### config.mk
export PLATFORM = sky130hd
export DESIGN_NAME = counter_event_monitor
export DESIGN_NICKNAME = d
export VERILOG_FILES = /design/src/rtl/counter_event_monitor.sv
export SDC_FILE = /design/constraint.sdc
export NUM_CORES = 1
export LEC_CHECK = 0
export BUFFER_PORTS_ARGS = -buffer_cell sky130_fd_sc_hd__buf_2
export CORE_MARGIN = 5
export CORE_UTILIZATION = 58
export DETAILED_ROUTE_END_ITERATION = 10
export PLACE_DENSITY_LB_ADDON = 0.05
export SYNTH_ARGS = -nofsm -noshare
export SYNTH_HDL_FRONTEND = slang
export SYNTH_SLANG_ARGS = --single-unit
export TNS_END_PERCENT = 10
### constraint.sdc
create_clock -name clock -period 5.15 [get_ports clock]
set_input_delay 1.03 -clock clock [delete_from_list [all_inputs] [get_ports clock]]
set_output_delay 1.03 -clock clock [all_outputs]
set_load 0.005 [all_outputs]
### src/rtl/counter_event_monitor.sv
// Watches an upstream counter's count value and queues wrap, threshold-arrival and
// discontinuity events in a 4-deep first-word fall-through FIFO with valid/ready drain.
module counter_event_monitor #(
  parameter int Size      = 5,
  parameter int Threshold = 20,
  parameter int WrapWidth = 8
) (
  input  logic                 clock,
  input  logic                 reset,
  input  logic [Size-1:0]      count,
  input  logic                 event_ready,
  output logic                 event_valid,
  output logic [2:0]           event_type,
  output logic [Size-1:0]      event_count,
  output logic [WrapWidth-1:0] event_wraps,
  output logic [WrapWidth-1:0] wraps,
  output logic                 overflow
);

  localparam logic [Size-1:0] ThreshVal = Size'(Threshold);
  localparam logic [Size-1:0] MaxVal    = '1;

  logic [Size-1:0]      prev_reg;
  logic                 prev_valid_reg;
  logic [WrapWidth-1:0] wraps_reg;
  logic [WrapWidth-1:0] wraps_next;
  logic [1:0]           wr_ptr_reg;
  logic [1:0]           rd_ptr_reg;
  logic [2:0]           occ_reg;
  logic                 overflow_reg;

  logic [2:0]           type_mem  [4];
  logic [Size-1:0]      count_mem [4];
  logic [WrapWidth-1:0] wraps_mem [4];

  logic [Size-1:0] prev_inc;
  logic            wrap_hit;
  logic            thresh_hit;
  logic            disc_hit;
  logic [2:0]      flags;
  logic            push;
  logic            pop;
  logic            full;
  logic            push_en;
  logic            drop;

  assign prev_inc   = prev_reg + Size'(1);
  assign wrap_hit   = prev_valid_reg && (prev_reg == MaxVal) && (count == '0);
  assign thresh_hit = (count == ThreshVal) && (!prev_valid_reg || (prev_reg != ThreshVal));
  assign disc_hit   = prev_valid_reg && (count != prev_reg) && (count != prev_inc);
  assign flags      = {disc_hit, thresh_hit, wrap_hit};

  assign wraps_next = wraps_reg + WrapWidth'(wrap_hit);

  assign push    = |flags;
  assign pop     = event_valid && event_ready;
  assign full    = (occ_reg == 3'd4);
  // A full FIFO still accepts a push when the head leaves on the same edge.
  assign push_en = push && (!full || pop);
  assign drop    = push && full && !pop;

  always_ff @(posedge clock) begin
    if (reset) begin
      prev_reg       <= '0;
      prev_valid_reg <= 1'b0;
      wraps_reg      <= '0;
      wr_ptr_reg     <= '0;
      rd_ptr_reg     <= '0;
      occ_reg        <= '0;
      overflow_reg   <= 1'b0;
    end else begin
      prev_reg       <= count;
      prev_valid_reg <= 1'b1;
      wraps_reg      <= wraps_next;
      if (push_en) wr_ptr_reg <= wr_ptr_reg + 2'd1;
      if (pop)     rd_ptr_reg <= rd_ptr_reg + 2'd1;
      occ_reg <= occ_reg + 3'(push_en) - 3'(pop);
      if (drop) overflow_reg <= 1'b1;
    end
  end

  // Storage needs no reset: the head outputs are masked while the FIFO is empty.
  always_ff @(posedge clock) begin
    if (!reset && push_en) begin
      type_mem[wr_ptr_reg]  <= flags;
      count_mem[wr_ptr_reg] <= count;
      wraps_mem[wr_ptr_reg] <= wraps_next;
    end
  end

  assign event_valid = (occ_reg != 3'd0);
  assign event_type  = event_valid ? type_mem[rd_ptr_reg]  : '0;
  assign event_count = event_valid ? count_mem[rd_ptr_reg] : '0;
  assign event_wraps = event_valid ? wraps_mem[rd_ptr_reg] : '0;
  assign wraps       = wraps_reg;
  assign overflow    = overflow_reg;

endmodule

-- After elaboration in Yosys (flattened, before gate mapping)
Memories as Yosys holds them, arrays and structs flattened. A register that Yosys moved wholly into a read port is not among the register bits.
Index checks and enable logic that the tools add are counted.
- register bits: 22
- memory bits (writable): 64
- output and inout bits: 26
- logic and storage cells: 53
- memories: 3
- $add $sub $neg: 6
- equal/unequal tests: 6
- mux-type cells: 12
- reductions and logical operators: 19
- memories (name ; words ; bits a word ; rd ports ; clocked after Yosys merged registers in ; write ports ; line ; text):
    wraps_mem ; 4 ; 8 ; 1 ; 1 ; 1 ; 34 ; logic [WrapWidth-1:0] wraps_mem [4];
    count_mem ; 4 ; 5 ; 1 ; 1 ; 1 ; 33 ; logic [Size-1:0] count_mem [4];
    type_mem ; 4 ; 3 ; 1 ; 1 ; 1 ; 32 ; logic [2:0] type_mem [4];
- operators by type and width (operator ; count):
    2-bit two-way mux ; 6
    5-bit == test, second input constant ; 2
    1-bit logical AND ; 10
    5-bit inequality test ; 2
    8-bit by 1-bit adder with 8-bit output ; 1
    8-bit two-way mux ; 1
    5-bit by 1-bit adder with 5-bit output, second input constant ; 1
    5-bit zero test ; 1
    5-bit two-way mux ; 1
    5-bit inequality test, second input constant ; 1
    2-bit by 1-bit adder with 2-bit output, second input constant ; 2
    1-bit zero test ; 4
    3-bit by 1-bit adder with 3-bit output ; 1
    3-bit == test, second input constant ; 1
    1-bit two-way mux ; 3
    3-bit two-way mux ; 1
    3-bit nonzero test ; 1
    3-bit OR reduction ; 1
    3-bit by 1-bit subtractor with 3-bit output ; 1
    1-bit logical OR ; 2

-- Depth between registers and ports, before layout
Gate-level depths: netlist (run 1).
- depth after elaboration: 8
- gate-level depth with buffers: 13
- gate-level depth less buffers: 13

-- Least setup slack after synthesis (run 1)
Ideal clock, no wire load.
- path type: input -> register
- from: input port count[2]
- to: memory count_mem[0][0] (enable)
- library setup time: 436 ps
- arrival: 3468 ps
- required time: 4714 ps
- slack: 1246 ps
- stages: 4
- cells stage by stage: nor4bb_1 o21a_1 a21oi_4 nor4b_1
- longest elaborated chain between the ends: 8
- elaborated cells on any way between the ends: 13
- classes of those cells: 3 x eq/ne; 2 x mux; 8 x reduce/logical
- ends and longest elaborated chain (what ; line ; text):
    start, declared ; 10 ; input logic [Size-1:0] count,
    5-bit inequality test ; 50 ; assign disc_hit = prev_valid_reg && (count != prev_reg) && (count != prev_inc);
    1-bit logical AND (2 in a row) ; 50 ;
    3-bit OR reduction (*) ; 55 ; assign push = |flags;
    1-bit logical AND (*) ; 59 ; assign push_en = push && (!full || pop);
    1-bit logical AND (*) ; 84 ; if (!reset && push_en) begin
    1-bit two-way mux (*) ; 84 ;
    1-bit two-way mux (implied by the code) (*) ; 86 ; count_mem[wr_ptr_reg] <= count;
    end, declared ; 33 ;
Every way passes the cells marked *; elsewhere a longest branch is shown, timed or not.

-- Final worst setup path (run 1)
- from: register prev_reg[0]
- to: register occ_reg[2]
- longest elaborated chain between the ends: 7
- elaborated cells on any way between the ends: 15
- classes of those cells: 3 x add/sub; 4 x eq/ne; 8 x reduce/logical
- ends and longest elaborated chain (what ; line ; text):
    start, declared ; 23 ; logic [Size-1:0] prev_reg;
    start signal, assigned ; 72 ; prev_reg <= count;
    5-bit by 1-bit adder with 5-bit output (tied with other cells) ; 47 ; assign prev_inc = prev_reg + Size'(1);
    5-bit inequality test (tied with other cells) ; 50 ;
    1-bit logical AND (on tied branches) ; 50, 48, 49 ;
    3-bit OR reduction (*) ; 55 ;
    1-bit logical AND (*) ; 59 ;
    3-bit by 1-bit adder with 3-bit output (*) ; 77 ; occ_reg <= occ_reg + 3'(push_en) - 3'(pop);
    3-bit by 1-bit subtractor with 3-bit output (*) ; 77 ;
    end signal, assigned ; 77 ;
    end, declared ; 29 ; logic [2:0] occ_reg;
Marked as above.
A chain may end at the register's enable or synchronous reset.

==> results of run 1 <==
worst min-delay path: cells and delay by family (launching register included):
family / cells / cell delay (ns)
DFF: 1 / 0.33
AOI/OAI and AO/OA: 1 / 0.07
and+or+nand+nor: 1 / 0.06
per-layer routing:
layer	track usage	vias up
met1	0.228	1007
li1	-	950
met4	0.0705	0
met5	0	-
met3	0.0292	8
met2	0.275	28
kinds of logic after synthesis:
| group | count (synthesis) | synth area share |
|---|---|---|
| AO/OA/AOI/OAI | 10 | 0.0217 |
| XOR/XNOR | 19 | 0.0451 |
| adder cells (fa/ha/maj) | 11 | 0.0394 |
| buffers and inverters | 16 | 0.0180 |
| flip-flops | 88 | 0.652 |
| multiplexers | 17 | 0.100 |
| AND/OR/NAND/NOR | 75 | 0.124 |
stage by stage:
stage | util | instances | setup WS, ns | cell area, sq um
3_5_place_dp | 0.633 | 343 | 1.78 | 3970
6_report | 0.661 | 359 | 2.05 | 4150
3_3_place_gp | 0.633 | 343 | 1.86 | 3970
2_1_floorplan | - | 236 | 1.25 | 3690
4_1_cts | 0.661 | 359 | 2.05 | 4150
5_1_grt | 0.661 | 359 | 1.82 | 4150
power groups by stage:
stage          registers, uW  clock network [uW]  logic (uW)
5_1_grt                  844                 473         448
2_1_floorplan            839                   0         292
3_3_place_gp             853                   0         409
6_report                 838                 428         404
4_1_cts                  839                 437         416
3_5_place_dp             855                   0         414
synth_stat cells, types with 5 or more instances:
library cell  count
ha_1             10
dfxtp_1          24
nand3_1           9
xor2_1            8
xnor2_1          11
and2_1           25
mux4_2           16
clkbuf_1          5
edfxtp_1         64
nor2_1            8
nor2b_1           9
inv_1             8
nand2_1           8
worst max-delay path by stage:
stage	from	slack [ns]	end
5_1_grt	prev_reg[0]	1.82	occ_reg[2]
2_1_floorplan	count[2]	1.25	count_mem[0][0]
6_report	prev_reg[0]	2.05	occ_reg[2]
4_1_cts	prev_reg[0]	2.05	occ_reg[2]
3_5_place_dp	count[0]	1.78	occ_reg[2]
3_3_place_gp	count[0]	1.86	occ_reg[2]
layout by cell type (no fill, tap or decap), types with 5 or more instances in the layout:
master,count
edfxtp_1,64
buf_2,33
and2_1,25
dfxtp_1,24
mux4_2,16
xnor2_1,11
ha_1,10
nand3_1,9
nor2b_1,9
clkbuf_8,9
inv_1,8
xor2_1,8
nand2_1,8
nor2_1,8
nor4b_2,5
buf_4,5
cell type report:
type                    count  area [sq um]  share of cell area
flip-flops and latches     88          2400               0.579
multi-input cells         132          1240               0.299
repair buffers             38           203              0.0488
clock buffers              10           128              0.0307
well taps                  77          96.3              0.0232
clock inverters             6          50.0              0.0121
inverters                   8          30.0             0.00723
==> flow_metrics.tcl, run 1 <==
set metrics [dict create \
    combPwrFrac 0.242 \
    postCtsHoldBufs 0 \
    cp_common_cell "ha_1" \
    clkPwrFrac 0.256 \
    drv_cap 0 \
    io_pins 34 \
    gp_congestion 0.779 \
    cts_resized 0 \
    min_period_ns 3.10 \
    holdPathEnd "overflow" \
    grt_max_degree 23 \
    ant_nets 0 \
    p_seq_frac 0.502 \
    dp_hpwl_microns 4290 \
    cpPeakStageDelay_ns 0.38 \
    fmax_ghz 0.323 \
    syn_to_final_growth_pct 12.6 \
    grt.total_usage 0.170 \
    largest_reg_flops 32 \
    r2r_end "occ_reg[2]" \
    cts.reportedPaths.clkPinSlew_ns 0.08 \
    synth_area_leaders "edfxtp_1 (52%), dfxtp_1 (13%), mux4_2 (9.8%)" \
    dieArea_sq_um 8050 \
    syn-cell-area_sq_um 3690 \
    synth_top_area_share 0.521 \
    final_layout_size_suffix_gt1_frac 0.277 \
    ys.warnings.count 0 \
    clkLatencyLatePin_ns 0.35 \
    diodes 0 \
    p_leak_uw 0.00151 \
    fin_setup_tns_ns 0 \
    die_y_microns 89.7 \
    reg_top3 "wraps_mem (32), count_mem (20), type_mem (12)" \
    finalCritPeriodShare 0.601 \
    grt_pass1_vias 2099 \
    tightest_slew_ns 0.831 \
    fin_skew_ns 0.0163 \
    nets 296 \
    synth_top_area_cell "edfxtp_1" \
    postCtsSetupRepairBufs 0 \
    slew_viol_final 0 \
    hold_slack_ns 0.499 \
    wl_per_cell_microns 18.2 \
    wl_met1_microns 3030 \
    coreArea_sq_um 6280 \
    setup_viol 0 \
    hold_viol_final 0 \
    drc 0 \
    ys_types 35 \
    startpoint_type "register" \
    p_int_uw 1200 \
    synth-async-reset-ratio 0 \
    grt_pass1_wl_microns 10800 \
    dr.max_layer_used "met4" \
    die_w_microns 89.7 \
    numCtsBuffers 9 \
    outcome "completed" \
    worstPathRequired_ns 5.37 \
    path_buf_inv 0 \
    hp-class "reg2reg" \
    regMostFlops "wraps_mem" \
    ys_ff_latch 88 \
    relSlewSlack 0.445 \
    r2r-start "prev_reg[0]" \
    portBuffers 33 \
    ir_drop_uv 266 \
    nFillCells 470 \
    via_count 1993 \
    antenna_found_initial 0 \
    root_buffer "clkbuf_8" \
    cp_data_arrival_time_ns 3.32 \
    cts_tree "done" \
    ff2ff_setup_slack_ns 2.05 \
    ys.flop_type "edfxtp_1" \
    cp_num_cells 13 \
    rows 29 \
    reg2reg_depth 13 \
    synthesis.nets 255 \
    synthCells 236 \
    clockBufferDepth 2 \
    power.density_nw_per_um2 402 \
    crit_family "adder cells" \
    hold_start "overflow" \
    power_switching_uw 473 \
    syn_avg_cell_area_sq_um 15.6 \
    worst_hold_path.num_cells 2 \
    met3_length_microns 193 \
    cts_sinks 88 \
    dr_wl_met2_microns 3210 \
    drt_pass1_iterations 4 \
    initial_core_util 0.587 \
    slowest_stage "fa_1" \
    yosysSeqAreaShare 0.652 \
    worstPathMaxFanout 7 \
    crit_chain "ha_1, and3_1, ha_1, xor2_1, nor3_1, nand3_2, a21oi_4, mux2i_1, ha_1, fa_1, xnor2_1, xnor2_1, nor2_1" \
    end_kind "register" \
    htree_levels 3 \
    synth_edf_count 64 \
    grt_overflow 0 \
    rsz0062_at_grt "no" \
    p_sw_frac 0.283 \
    p_total_uw 1670 \
    vias_per_cell 5.55 \
    drt-total-wl_microns 6540 \
    drt_iter0_drc 85 \
    criticalPathCategory "reg2reg" \
]
(Power assumes the default switching activity.)
==> run 2: changes to the inputs <==
Settings changed: ABC_AREA from default to 1, CORE_UTILIZATION 58 to 53.
Clock period 5.15 ns to 2.7 ns, I/O delays scaled along.
==> run 2 against run 1 <==
Synthesized cell count grew 58%; final area grew 4.3%; worst setup slack lost 1.8 ns; largest power group unchanged.
==> flow_metrics.tcl, run 2 <==
set metrics [dict create \
    outcome "completed" \
    cts.reportedPaths.clkPinSlew_ns 0.09 \
    layout_commonest_cell "nor2_1" \
    worstPathRequired_ns 2.99 \
    via_count 2559 \
    grt_pass1_vias 2534 \
    finalCritPeriodShare 0.910 \
    vias_per_cell 4.98 \
    synthTopCellsByCount "nor2_1 (89), edfxtp_1 (64), inv_1 (36)" \
    dpl_worst_slack_ns 0.135 \
    worstPathMaxFanout 5 \
    end_kind "register" \
    portBuffers 33 \
    largest_reg_flops 32 \
    p_leak_uw 0.00175 \
    clockBufferDepth 2 \
    drt-total-wl_microns 7500 \
    syn_avg_cell_area_sq_um 10.2 \
    grt_max_degree 33 \
    cts_tree "done" \
    die_w_microns 94.6 \
    ir_drop_uv 496 \
    syn-cell-area_sq_um 3800 \
    coreArea_sq_um 6870 \
    root_buffer "clkbuf_8" \
    most-common-layout-cells "nor2_1 (89), edfxtp_1 (64), inv_1 (35), o21ai_0 (35), buf_2 (33)" \
    numCtsBuffers 9 \
    ys_ff_latch 88 \
    die_y_microns 94.6 \
    hold_slack_ns 0.474 \
    tightest_slew_ns 0.609 \
    gp_congestion 0.798 \
    grt_overflow 0 \
    grt.total_usage 0.183 \
    nFillCells 571 \
    power.density_nw_per_um2 782 \
    ys.flop_type "edfxtp_1" \
    ys_types 26 \
    synth_edf_count 64 \
    fin_skew_ns 0.0112 \
    startpoint_type "register" \
    synth_top_area_share 0.506 \
    placed_cells 496 \
    synthesis.nets 391 \
    cts_sinks 88 \
    drv_cap 0 \
    dp_hpwl_microns 4670 \
    utilization 0.631 \
    reg_top3 "wraps_mem (32), count_mem (20), type_mem (12)" \
    yosysMostFrequentCell "nor2_1" \
    synth-async-reset-ratio 0 \
    htree_levels 3 \
    initial_core_util 0.553 \
    syn_to_final_growth_pct 14.1 \
    drt_iter0_drc 223 \
    criticalPathCategory "reg2reg" \
    hp-class "in2reg" \
    regMostFlops "wraps_mem" \
    relSlewSlack 0.594 \
    fmax_ghz 0.407 \
    worst_slack_ns 0.242 \
    hold_viol_final 0 \
    dieArea_sq_um 8950 \
    drt_pass1_iterations 4 \
    synth_top_area_cell "edfxtp_1" \
    io_pins 34 \
    rows 30 \
    antenna_found_initial 0 \
    ys.warnings.count 0 \
    setup_viol 0 \
    cp_data_arrival_time_ns 2.74 \
    clkLatencyLatePin_ns 0.35 \
    grt_pass1_wl_microns 12400 \
    slew_viol_final 0 \
    drc 0 \
    postCtsHoldBufs 0 \
    min_period_ns 2.46 \
    ant_nets 0 \
    yosysSeqAreaShare 0.633 \
    wl_per_cell_microns 14.6 \
    final_layout_size_suffix_gt1_frac 0.196 \
    nets 432 \
    p_total_uw 3390 \
    synthCells 372 \
    diodes 0 \
    synth_area_leaders "edfxtp_1 (51%), dfxtp_1 (13%), nor2_1 (8.8%)" \
    stdcell_count 514 \
]
==> run 2: layout make-up <==
type | instances | area (sq um) | share of cell area
Tap cell | 96 | 120 | 0.0277
Clock inverter | 7 | 93.8 | 0.0217
Clock buffer | 9 | 124 | 0.0286
Multi-Input combinational cell | 229 | 1190 | 0.274
Inverter | 42 | 158 | 0.0364
Sequential cell | 88 | 2410 | 0.556
Timing Repair Buffer | 43 | 240 | 0.0555
==> run 2: cells by family (layout without fill, tap and decap cells) <==
kind of cell,after synthesis,after routing,synth area share
compound gates,62,62,0.0827
xor+xnor,7,7,0.0162
fa+ha+maj,11,11,0.0382
buf+inv,55,101,0.0560
flops,88,88,0.633
simple gates,149,149,0.174
==> run 2: repair_timing <==
action / 4_1_cts / 5_1_grt
setup buffers: 0 / 2
endpoints found under the hold margin: 0 / 0
setup endpoints to repair: 0 / 12
resized for setup: 0 / 6
==> run 2: worst paths after layout <==
kind                                   from              end  slack [ns]  cells past startpoint
worst min-delay path               count[3]  count_mem[1][3]        0.47                      1
worst min register to register     overflow         overflow        0.48                      2
worst max-delay path            prev_reg[0]       occ_reg[2]        0.24                     17
worst max register to register  prev_reg[0]       occ_reg[2]        0.24                     17
==> run 2: per-stage QoR <==
| step | instance area, sq um | TNS, ns |
|---|---|---|
| 6_report | 4330 | 0 |
| 5_1_grt | 4330 | -0.00190 |
| 4_1_cts | 4300 | 0 |
| 3_5_place_dp | 4090 | 0 |
| 3_3_place_gp | 4090 | 0 |
| 2_1_floorplan | 3800 | 0 |
==> run 2: per-layer routing <==
metal | track usage | routed length (microns) | vias up
li1 | - | - | 1315
met1 | 0.247 | 3550 | 1182
met2 | 0.296 | 3600 | 58
met3 | 0.0279 | 311 | 4
met4 | 0.0769 | 42 | 0
met5 | 0 | 0 | -
==> run 2: worst max-delay path: stages, from the launching register on <==
cell and delay, ns:
dfxtp_4 0.36, ha_1 0.21, inv_2 0.07, nor3_2 0.04
ha_1 0.27, xor2_1 0.15, nor2_1 0.05, nand2_1 0.07
nand2_2 0.07, nand2_4 0.08, nand2_4 0.08, nand2_4 0.08
nand2_2 0.04, ha_1 0.19, fa_1 0.35, inv_1 0.07
o21ai_0 0.08, a21oi_1 0.12
==> run 2: power breakdown <==
group / internal (uW) / switching [uW]
clock network: 523 / 472
registers: 1530 / 39.2
logic: 292 / 534
==> run 3: changes to the inputs <==
Settings changed: PLACE_DENSITY from default to 0.75, PLACE_DENSITY_LB_ADDON 0.05 to default, SKIP_LAST_GASP from default to 1.
==> run 3 against run 2 <==
Sequential cell count unchanged; cell count unchanged; combinational power fell by 3.1%; hold slack got worse by 0.010 ns.
==> flow_metrics.tcl, run 3 (synthesis results as in run 2) <==
set metrics [dict create \
    htree_levels 3 \
    rows 30 \
    cp_data_arrival_time_ns 2.77 \
    rsz0062_at_grt "no" \
    stdcell_count 514 \
    syn_to_final_growth_pct 13.7 \
    cpPeakStageDelay_ns 0.36 \
    cts_sinks 88 \
    grt_pass1_wl_microns 12200 \
    drv_cap 0 \
    postLayoutCellArea_sq_um 4320 \
    slowest_stage "dfxtp_4" \
    coreArea_sq_um 6870 \
    power.density_nw_per_um2 759 \
    relSlewSlack 0.603 \
    ir_drop_uv 540 \
    final_layout_size_suffix_gt1_frac 0.203 \
    reg_top3 "wraps_mem (32), count_mem (20), type_mem (12)" \
    io_pins 34 \
    die_w_microns 94.6 \
    criticalPathCategory "reg2reg" \
    hp-class "in2reg" \
    dp_hpwl_microns 4690 \
    vias_per_cell 5.03 \
    initial_core_util 0.553 \
    setup_viol 0 \
    outcome "completed" \
    die_y_microns 94.6 \
    nets 432 \
    drc 0 \
    startpoint_type "register" \
    grt_pass1_vias 2553 \
    p_leak_uw 0.00176 \
    min_period_ns 2.48 \
    placed_cells 496 \
    cts_tree "done" \
    wl_per_cell_microns 14.2 \
    diodes 0 \
    root_buffer "clkbuf_8" \
    grt_overflow 0 \
    fin_setup_tns_ns 0 \
    path_buf_inv 2 \
    portBuffers 33 \
    clockBufferDepth 2 \
    fmax_ghz 0.403 \
    postPlaceCellArea_sq_um 4090 \
    gp_congestion 0.789 \
    grt.total_usage 0.179 \
    end_kind "register" \
    drt_iter0_drc 178 \
    fin_skew_ns 0.00787 \
    nFillCells 545 \
    dieArea_sq_um 8950 \
    worstPathMaxFanout 5 \
    layout_commonest_cell "nor2_1" \
    utilization 0.628 \
    postCtsHoldBufs 0 \
    clkLatencyLatePin_ns 0.35 \
    hold_start "count[0]" \
    tightest_slew_ns 0.595 \
    r2r-start "prev_reg[0]" \
    cts.reportedPaths.clkPinSlew_ns 0.08 \
    setup.worst_path.start "prev_reg[0]" \
    crit_chain "ha_1, inv_2, nor3_2, ha_1, xor2_1, nor2_1, nand2_1, nand2_2, nand2_4, nand2_4, nand2_4, nand2_2, ha_1, fa_1, inv_1, o21ai_0, a21oi_1" \
    grt_max_degree 23 \
    hold_viol_final 0 \
    numCtsBuffers 9 \
    largest_reg_flops 32 \
    worstPathRequired_ns 2.98 \
    ant_nets 0 \
    drt-total-wl_microns 7310 \
    drt_pass1_iterations 4 \
    regMostFlops "wraps_mem" \
    via_count 2584 \
    crit_family "adder cells" \
    finalCritPeriodShare 0.920 \
    antenna_found_initial 0 \
    most-common-layout-cells "nor2_1 (89), edfxtp_1 (64), inv_1 (35), o21ai_0 (35), buf_2 (33)" \
    slew_viol_final 0 \
]
run 3: worst paths after layout:
path         cells past startpoint  slack, ns               to
max                             17       0.22       occ_reg[2]
min                              1       0.46  count_mem[2][0]
max reg2reg                     17       0.22       occ_reg[2]
min reg2reg                      1       0.48         register
run 3: area by class of cell:
class / instances / area [sq um] / share of cell area
clock buffers: 9 / 124 / 0.0287
multi-input cells: 229 / 1190 / 0.277
well taps: 96 / 120 / 0.0278
inverters: 42 / 158 / 0.0365
flip-flops and latches: 88 / 2410 / 0.559
clock inverters: 7 / 70.1 / 0.0162
repair buffers: 43 / 240 / 0.0557
run 3: power breakdown:
group	total, uW	switching, uW	internal [uW]
registers	1590	57.3	1530
clock network	890	459	431
logic	800	508	292
total	3280	1020	2250
run 3: per-layer routing:
metal / vias to the layer above / global-route usage / wire (microns)
met5: - / 0 / 0
met4: 0 / 0.0661 / 133
met3: 15 / 0.0255 / 331
met2: 51 / 0.302 / 3570
met1: 1202 / 0.234 / 3270
li1: 1316 / - / -
run 3: per-stage QoR:
stage                     worst slack, ns  hold slack [ns]  power (uW)
after global placement              0.212            0.456        2400
after floorplan                     0.181            0.442        2120
final                               0.216            0.463        3280
after global routing               0.0114            0.461        3500
after detailed placement            0.124            0.465        2420
after CTS                          0.0981            0.450        3310
run 3: what timing repair did:
item,CTS,global route
buffers inserted,0,2
endpoints found under the setup margin,0,23
endpoints found under the hold margin,0,0
gates resized for setup,0,8
